## src/rtl/uart_pkg.sv

```systemverilog
// Shared uart register map: transmitter/config indices plus the RX FIFO window
// (DATA, STATUS, CTRL, IRQ_THR) and its STATUS/CTRL bit positions.
package uart_pkg;

    typedef logic [2:0] reg_idx_t;

    // Existing uart transmitter/config register indices.
    localparam reg_idx_t UART_TX_DATA    = 3'd0;
    localparam reg_idx_t UART_TX_STATUS  = 3'd1;
    localparam reg_idx_t UART_BAUD_DIV   = 3'd2;

    // RX FIFO register window.
    localparam reg_idx_t UART_RX_DATA    = 3'd0;
    localparam reg_idx_t UART_RX_STATUS  = 3'd1;
    localparam reg_idx_t UART_RX_CTRL    = 3'd2;
    localparam reg_idx_t UART_RX_IRQ_THR = 3'd3;

    localparam int STAT_EMPTY_BIT   = 0;
    localparam int STAT_FULL_BIT    = 1;
    localparam int STAT_OVR_BIT     = 2;
    localparam int STAT_COUNT_LSB   = 8;

    localparam int CTRL_FLUSH_BIT   = 0;
    localparam int CTRL_CLR_OVR_BIT = 1;

    // Count is passed zero-extended so bits above the real count width read 0.
    function automatic logic [31:0] status_word(input logic        empty,
                                                input logic        full,
                                                input logic        ovr,
                                                input logic [23:0] count);
        logic [31:0] w;
        w                        = '0;
        w[STAT_EMPTY_BIT]        = empty;
        w[STAT_FULL_BIT]         = full;
        w[STAT_OVR_BIT]          = ovr;
        w[STAT_COUNT_LSB +: 24]  = count;
        return w;
    endfunction

endpackage

```

## src/rtl/uart_rx_fifo_if.sv

```systemverilog
// RX byte strobe plus core peripheral bus for uart_rx_fifo.
// The irq line is present only when UART_RX_IRQ_EN is defined.
interface uart_rx_fifo_if;
    logic [7:0]  rx_data;
    logic        rx_valid;
    logic        we;
    logic        re;
    logic [2:0]  reg_num;
    logic [31:0] wd;
    logic [31:0] rd;
`ifdef UART_RX_IRQ_EN
    logic        irq;

    modport master (output rx_data, rx_valid, we, re, reg_num, wd,
                    input  rd, irq);
    modport slave  (input  rx_data, rx_valid, we, re, reg_num, wd,
                    output rd, irq);
`else
    modport master (output rx_data, rx_valid, we, re, reg_num, wd,
                    input  rd);
    modport slave  (input  rx_data, rx_valid, we, re, reg_num, wd,
                    output rd);
`endif
endinterface

```

## src/rtl/sync_fifo_mem.sv

```systemverilog
// DEPTH x 8 byte storage: one clocked write port, one asynchronous read port.
// Contents are deliberately not reset.
module sync_fifo_mem #(
    parameter int DEPTH = 16,
    parameter int AW    = $clog2(DEPTH)
) (
    input  logic          clk_i,
    input  logic          we_i,
    input  logic [AW-1:0] waddr_i,
    input  logic [7:0]    wdata_i,
    input  logic [AW-1:0] raddr_i,
    output logic [7:0]    rdata_o
);

    logic [7:0] mem_q [DEPTH];

    always_ff @(posedge clk_i) begin
        if (we_i) begin
            mem_q[waddr_i] <= wdata_i;
        end
    end

    assign rdata_o = mem_q[raddr_i];

endmodule

```

## src/rtl/uart_rx_fifo.sv

```systemverilog
// Receive FIFO behind the uart RX, exposed to the core as DATA/STATUS/CTRL registers.
// Optional threshold/overrun interrupt with IRQ_THR register: define UART_RX_IRQ_EN.
module uart_rx_fifo #(
    parameter int DEPTH = 16,
    parameter int AW    = $clog2(DEPTH)
) (
    input  logic           clk,
    input  logic           rst,
    uart_rx_fifo_if.slave  bus
);

    import uart_pkg::*;

    localparam int            CW       = AW + 1;
    localparam logic [CW-1:0] FULL_CNT = CW'(DEPTH);

    logic [AW-1:0] wr_ptr_q, wr_ptr_d;
    logic [AW-1:0] rd_ptr_q, rd_ptr_d;
    logic [CW-1:0] count_q,  count_d;
    logic          overrun_q, overrun_d;

    logic          is_empty, is_full;
    logic          pop, push, ovr_set;
    logic          ctrl_wr, flush, ovr_clr, mem_we;
    logic [7:0]    head;
    logic [31:0]   rd_word;
    logic          unused_wd;

    assign is_empty = (count_q == '0);
    assign is_full  = (count_q == FULL_CNT);

    // A pop frees the slot a same-cycle push needs, so a full FIFO accepts it.
    assign pop      = bus.re && !bus.we && (bus.reg_num == UART_RX_DATA) && !is_empty;
    assign push     = bus.rx_valid && (!is_full || pop);
    assign ovr_set  = bus.rx_valid && is_full && !pop;

    assign ctrl_wr  = bus.we && (bus.reg_num == UART_RX_CTRL);
    assign flush    = ctrl_wr && bus.wd[CTRL_FLUSH_BIT];
    assign ovr_clr  = ctrl_wr && bus.wd[CTRL_CLR_OVR_BIT];
    assign mem_we   = push && !flush;

    assign unused_wd = ^bus.wd;

    sync_fifo_mem #(
        .DEPTH (DEPTH),
        .AW    (AW)
    ) u_mem (
        .clk_i   (clk),
        .we_i    (mem_we),
        .waddr_i (wr_ptr_q),
        .wdata_i (bus.rx_data),
        .raddr_i (rd_ptr_q),
        .rdata_o (head)
    );

    always_comb begin
        wr_ptr_d = wr_ptr_q;
        rd_ptr_d = rd_ptr_q;
        count_d  = count_q;
        if (flush) begin
            wr_ptr_d = '0;
            rd_ptr_d = '0;
            count_d  = '0;
        end else begin
            if (push) wr_ptr_d = wr_ptr_q + AW'(1);
            if (pop)  rd_ptr_d = rd_ptr_q + AW'(1);
            case ({push, pop})
                2'b10:   count_d = count_q + CW'(1);
                2'b01:   count_d = count_q - CW'(1);
                default: count_d = count_q;
            endcase
        end
        // A new overrun beats a same-cycle clear.
        overrun_d = ovr_set ? 1'b1 : (ovr_clr ? 1'b0 : overrun_q);
    end

`ifdef UART_RX_IRQ_EN
    logic [CW-1:0] thr_q, thr_d;
    logic          irq_q, irq_d;

    always_comb begin
        thr_d = thr_q;
        if (bus.we && (bus.reg_num == UART_RX_IRQ_THR)) begin
            thr_d = bus.wd[CW-1:0];
        end
        irq_d = ((count_d >= thr_d) && (thr_d != '0)) || overrun_d;
    end

    assign bus.irq = irq_q;
`endif

    always_ff @(posedge clk or posedge rst) begin
        if (rst) begin
            wr_ptr_q  <= '0;
            rd_ptr_q  <= '0;
            count_q   <= '0;
            overrun_q <= 1'b0;
`ifdef UART_RX_IRQ_EN
            thr_q     <= CW'(1);
            irq_q     <= 1'b0;
`endif
        end else begin
            wr_ptr_q  <= wr_ptr_d;
            rd_ptr_q  <= rd_ptr_d;
            count_q   <= count_d;
            overrun_q <= overrun_d;
`ifdef UART_RX_IRQ_EN
            thr_q     <= thr_d;
            irq_q     <= irq_d;
`endif
        end
    end

    always_comb begin
        rd_word = '0;
        if (bus.re) begin
            case (bus.reg_num)
                UART_RX_DATA:    rd_word = {24'h0, (is_empty ? 8'h00 : head)};
                UART_RX_STATUS:  rd_word = status_word(is_empty, is_full, overrun_q, 24'(count_q));
`ifdef UART_RX_IRQ_EN
                UART_RX_IRQ_THR: rd_word = 32'(thr_q);
`endif
                default:         rd_word = '0;
            endcase
        end
    end

    assign bus.rd = rd_word;

endmodule

```

## src/flat_wrapper.sv

```systemverilog
// flat-port wrapper written by rule: the top's interface ports become plain ports
module uart_rx_fifo_flat import uart_pkg::*;
#(
    parameter int DEPTH = 16,
    parameter int AW    = $clog2(DEPTH)
)
  (clk, rst, bus_rx_data, bus_rx_valid, bus_we, bus_re, bus_reg_num, bus_wd, bus_rd);
  uart_rx_fifo_if bus_i ();
  input  logic clk;
  input  logic rst;
  input wire logic [$bits(bus_i.rx_data)-1:0] bus_rx_data;
  input wire logic [$bits(bus_i.rx_valid)-1:0] bus_rx_valid;
  input wire logic [$bits(bus_i.we)-1:0] bus_we;
  input wire logic [$bits(bus_i.re)-1:0] bus_re;
  input wire logic [$bits(bus_i.reg_num)-1:0] bus_reg_num;
  input wire logic [$bits(bus_i.wd)-1:0] bus_wd;
  output wire logic [$bits(bus_i.rd)-1:0] bus_rd;
  assign bus_i.rx_data = bus_rx_data;
  assign bus_i.rx_valid = bus_rx_valid;
  assign bus_i.we = bus_we;
  assign bus_i.re = bus_re;
  assign bus_i.reg_num = bus_reg_num;
  assign bus_i.wd = bus_wd;
  assign bus_rd = bus_i.rd;
  uart_rx_fifo #(.DEPTH(DEPTH), .AW(AW)) u_core (.clk(clk), .rst(rst), .bus(bus_i));
endmodule
```

## config.mk

```make
export PLATFORM = sky130hd
export DESIGN_NAME = uart_rx_fifo_flat
export DESIGN_NICKNAME = d
export VERILOG_FILES = /design/src/rtl/uart_pkg.sv /design/src/rtl/uart_rx_fifo_if.sv /design/src/rtl/sync_fifo_mem.sv /design/src/rtl/uart_rx_fifo.sv /design/src/flat_wrapper.sv
export SDC_FILE = /design/constraint.sdc
export NUM_CORES = 1
export LEC_CHECK = 0
export CAP_MARGIN = 20
export CORE_MARGIN = 2
export CORE_UTILIZATION = 35
export CTS_BUF_LIST = sky130_fd_sc_hd__clkbuf_16
export CTS_CLUSTER_DIAMETER = 30
export DETAILED_ROUTE_END_ITERATION = 6
export PLACE_DENSITY = 0.62
export SYNTH_ARGS = -nofsm -noshare
export SYNTH_HDL_FRONTEND = slang
export SYNTH_HIERARCHICAL = 1
export SYNTH_SLANG_ARGS = --single-unit
export TNS_END_PERCENT = 5
```

## constraint.sdc

```tcl
create_clock -name clk -period 5.4 [get_ports clk]
set_input_delay 1.62 -clock clk [delete_from_list [all_inputs] [get_ports clk]]
set_output_delay 1.62 -clock clk [all_outputs]
set_load 0.005 [all_outputs]
```

==> impl_metrics.env <==
export IMPL_post_cts_buffers=0
export IMPL_fin_nets=461
export IMPL_clock_sinks=142
export IMPL_antenna_found_initial=0
export IMPL_synthArstFlopShare_pct=9.859
export IMPL_path_buf_inv=3
export IMPL_ys_ff_latch=142
export IMPL_pwr_density_cell_nw_per_um2=453.7
export IMPL_fin_util_pct=42.32
export IMPL_fp_dieArea_sq_um=18600
export IMPL_p_total_mw=3.309
export IMPL_dpl_worst_slack_ns=0.1431
export IMPL_ios=80
export IMPL_finalHoldViolCount=0
export IMPL_cts_buffer_depth=2
export IMPL_root_buffer="clkbuf_16"
export IMPL_rsz0062_at_grt="false"
export IMPL_die_w_um=136.4
export IMPL_fin_crit_ns=5.290
export IMPL_overflow=0
export IMPL_fillers=1521
export IMPL_finalCritPeriodShare_pct=97.96
export IMPL_drv_cap=0
export IMPL_p_leak_nw=2.514
export IMPL_yosys_warnings=6
export IMPL_seq_area_frac_synth_pct=68.37
export IMPL_cts_hold_buf=0
export IMPL_dp_cells=616
export IMPL_cp_data_required_time_ns=3.78
export IMPL_grt_max_degree=20
export IMPL_synth_ff_type="edfxtp_1"
export IMPL_yosysTopAreaCell="edfxtp_1"
export IMPL_hold_class="register to register"
export IMPL_grt_pass1_vias=3340
export IMPL_via_per_inst=5.170
export IMPL_core_area_sq_um=17240
export IMPL_synth_edf_count=128
export IMPL_synth_distinct_cells=47
export IMPL_max_freq_ghz=0.1890
export IMPL_wl_per_cell_um=18.85
export IMPL_syn_area_per_cell_sq_um=17.23
export IMPL_drtAntennaViolNets=0
export IMPL_cp_slowest_cell="or4b_1"
export IMPL_die_y_um=136.4
export IMPL_fin_ws_ns=0.1103
export IMPL_synth_area_leaders="edfxtp_1, mux4_2, mux4_1, dfrtp_1, buf_4"
export IMPL_fin_area_sq_um=7295
export IMPL_cts_resized=0
export IMPL_setup_viol=0
export IMPL_wl_um=12220
export IMPL_drive_above_1_share_pct=18.91
export IMPL_netlist_area_leader_share_pct=62.66
export IMPL_hold_slack_ns=0.5156
export IMPL_final_cells=648
export IMPL_gp_congestion=0.7846
export IMPL_vdd_drop_max_mv=0.2767
export IMPL_crit_arrival_ns=3.67
export IMPL_cts_tree="done"
export IMPL_h_tree_depth=4
export IMPL_crit_family="buffers and inverters"
export IMPL_critical_path_class="input port to output port"
export IMPL_grt_pass1_wl_um=18860
export IMPL_synth_cell_area_sq_um=6135
export IMPL_vias=3350
export IMPL_num_rows=48
export IMPL_drt_pass1_iter_count=4
export IMPL_portBuffers=30
export IMPL_worstMarginPinSlew_ns=0.8585
export IMPL_path_cells="clkdlybuf4s50_1 > or4b_1 > nor2_1 > buf_4 > and2_1 > clkdlybuf4s50_1"
export IMPL_clock_latency_ns=0.42
export IMPL_dp_hpwl_um=7579
export IMPL_clkTransAtPathRegs_ns=0.06
export IMPL_placed_area_sq_um=6684
export IMPL_cpMostUsedCell="clkdlybuf4s50_1"
export IMPL_tns_ns=0
export IMPL_numCtsBuffers=17
export IMPL_area_growth_pct=18.91
export IMPL_maxSlewHeadroom_pct=42.77
export IMPL_clock_skew_ns=0.009474
export IMPL_critPathMaxStageDelay_ns=0.58
export IMPL_start_util_pct=35.59
export IMPL_diodes=0
export IMPL_drtIter0Drc=265
export IMPL_startpoint_type="input port"
export IMPL_crit_fanout=5
export IMPL_slew_violations=0
export IMPL_track_usage_pct=14.24
export IMPL_status="finished clean"
export IMPL_syn_inst=356
export IMPL_cp_end_kind="output port"
export IMPL_drc=0
## cells in the mapped netlist, drive strengths merged (3+ instances only)
cell / number
edfxtp: 128
o21ai: 7
xor2: 5
clkdlybuf4s25: 3
or4: 3
nand4b: 3
mux4: 32
nor2b: 3
ha: 3
clkbuf: 4
a21oi: 4
inv: 3
xnor2: 3
buf: 30
nor4: 3
a22oi: 16
mux2i: 3
and2: 6
nor2: 31
nor3b: 3
dfrtp: 14
nor3: 6
nand3: 3
and3: 6
nand2: 12
## sequential cells by signal (all words and copies together), names as in the netlist
signal	flops
u_core/wr_ptr_q	4
u_core/overrun_q	1
u_core/rd_ptr_q	4
u_core/count_q	5
u_core/u_mem/mem_q	128
## cells by family after synthesis
logic type	share of synthesized area, %
xor+xnor	1.142
fa+ha+maj	0.6119
flops	68.37
buf+inv	4.895
compound gates	3.875
other cells	0.06113
simple gates	7.954
mux	13.09
## routing by layer
metal	GRT usage, %	share of wire [%]	vias to the layer above
li1	-	-	1497
met1	18.80	44	1719
met2	22.67	48	117
met3	3.803	5.5	17
met4	5.266	1.8	0
met5	0	0	-
## report_power, final
group          internal [mW]  total (mW)  switching (mW)  leakage (nW)
logic                  0.334       0.643           0.309         0.887
registers               1.33        1.47           0.139          1.33
clock network          0.734        1.19           0.459         0.299
total                   2.40        3.31           0.907          2.51
## layout by cell type (no fill, tap or decap), drive strengths merged, types with 4 or more instances in the layout
cell type,Yosys,layout
edfxtp,128,128
mux4,32,32
nor2,31,31
clkdlybuf4s50,1,30
buf,30,25
conb,1,19
clkbuf,4,17
a22oi,16,16
dfrtp,14,14
nand2,12,12
inv,3,9
o21ai,7,7
nor3,6,6
and3,6,6
and2,6,6
xor2,5,5
a21oi,4,4
clkinv,0,4
## path summary, 6_finish.rpt
check / start / end / slack, ns / depth (start not counted)
setup / recovery: bus_reg_num[1] / bus_rd[7] / 0.11 / 6
hold / removal: u_core/overrun_q$_DFFE_PP0P_ / u_core/overrun_q$_DFFE_PP0P_ / 0.52 / 1
setup reg to reg: u_core/count_q[1]$_DFFE_PP0P_ / u_core/count_q[2]$_DFFE_PP0P_ / 2.64 / 8
hold reg to reg: u_core/overrun_q$_DFFE_PP0P_ / u_core/overrun_q$_DFFE_PP0P_ / 0.52 / 1
max in group asynchronous: rst / u_core/rd_ptr_q[0]$_DFFE_PP0P_ / 3.46 / 2
min in group asynchronous: rst / u_core/wr_ptr_q[3]$_DFFE_PP0P_ / 1.55 / 2
## final cells by class
class	instances	area [sq um]	area share (%)
clock inverters	15	185.2	2.539
flip-flops and latches	142	4195	57.51
inverters	3	11.26	0.1544
multi-input cells	191	1708	23.41
clock buffers	17	425.4	5.832
repair buffers	55	488.0	6.690
well taps	225	281.5	3.859
Power figures use the tool's default switching activity.
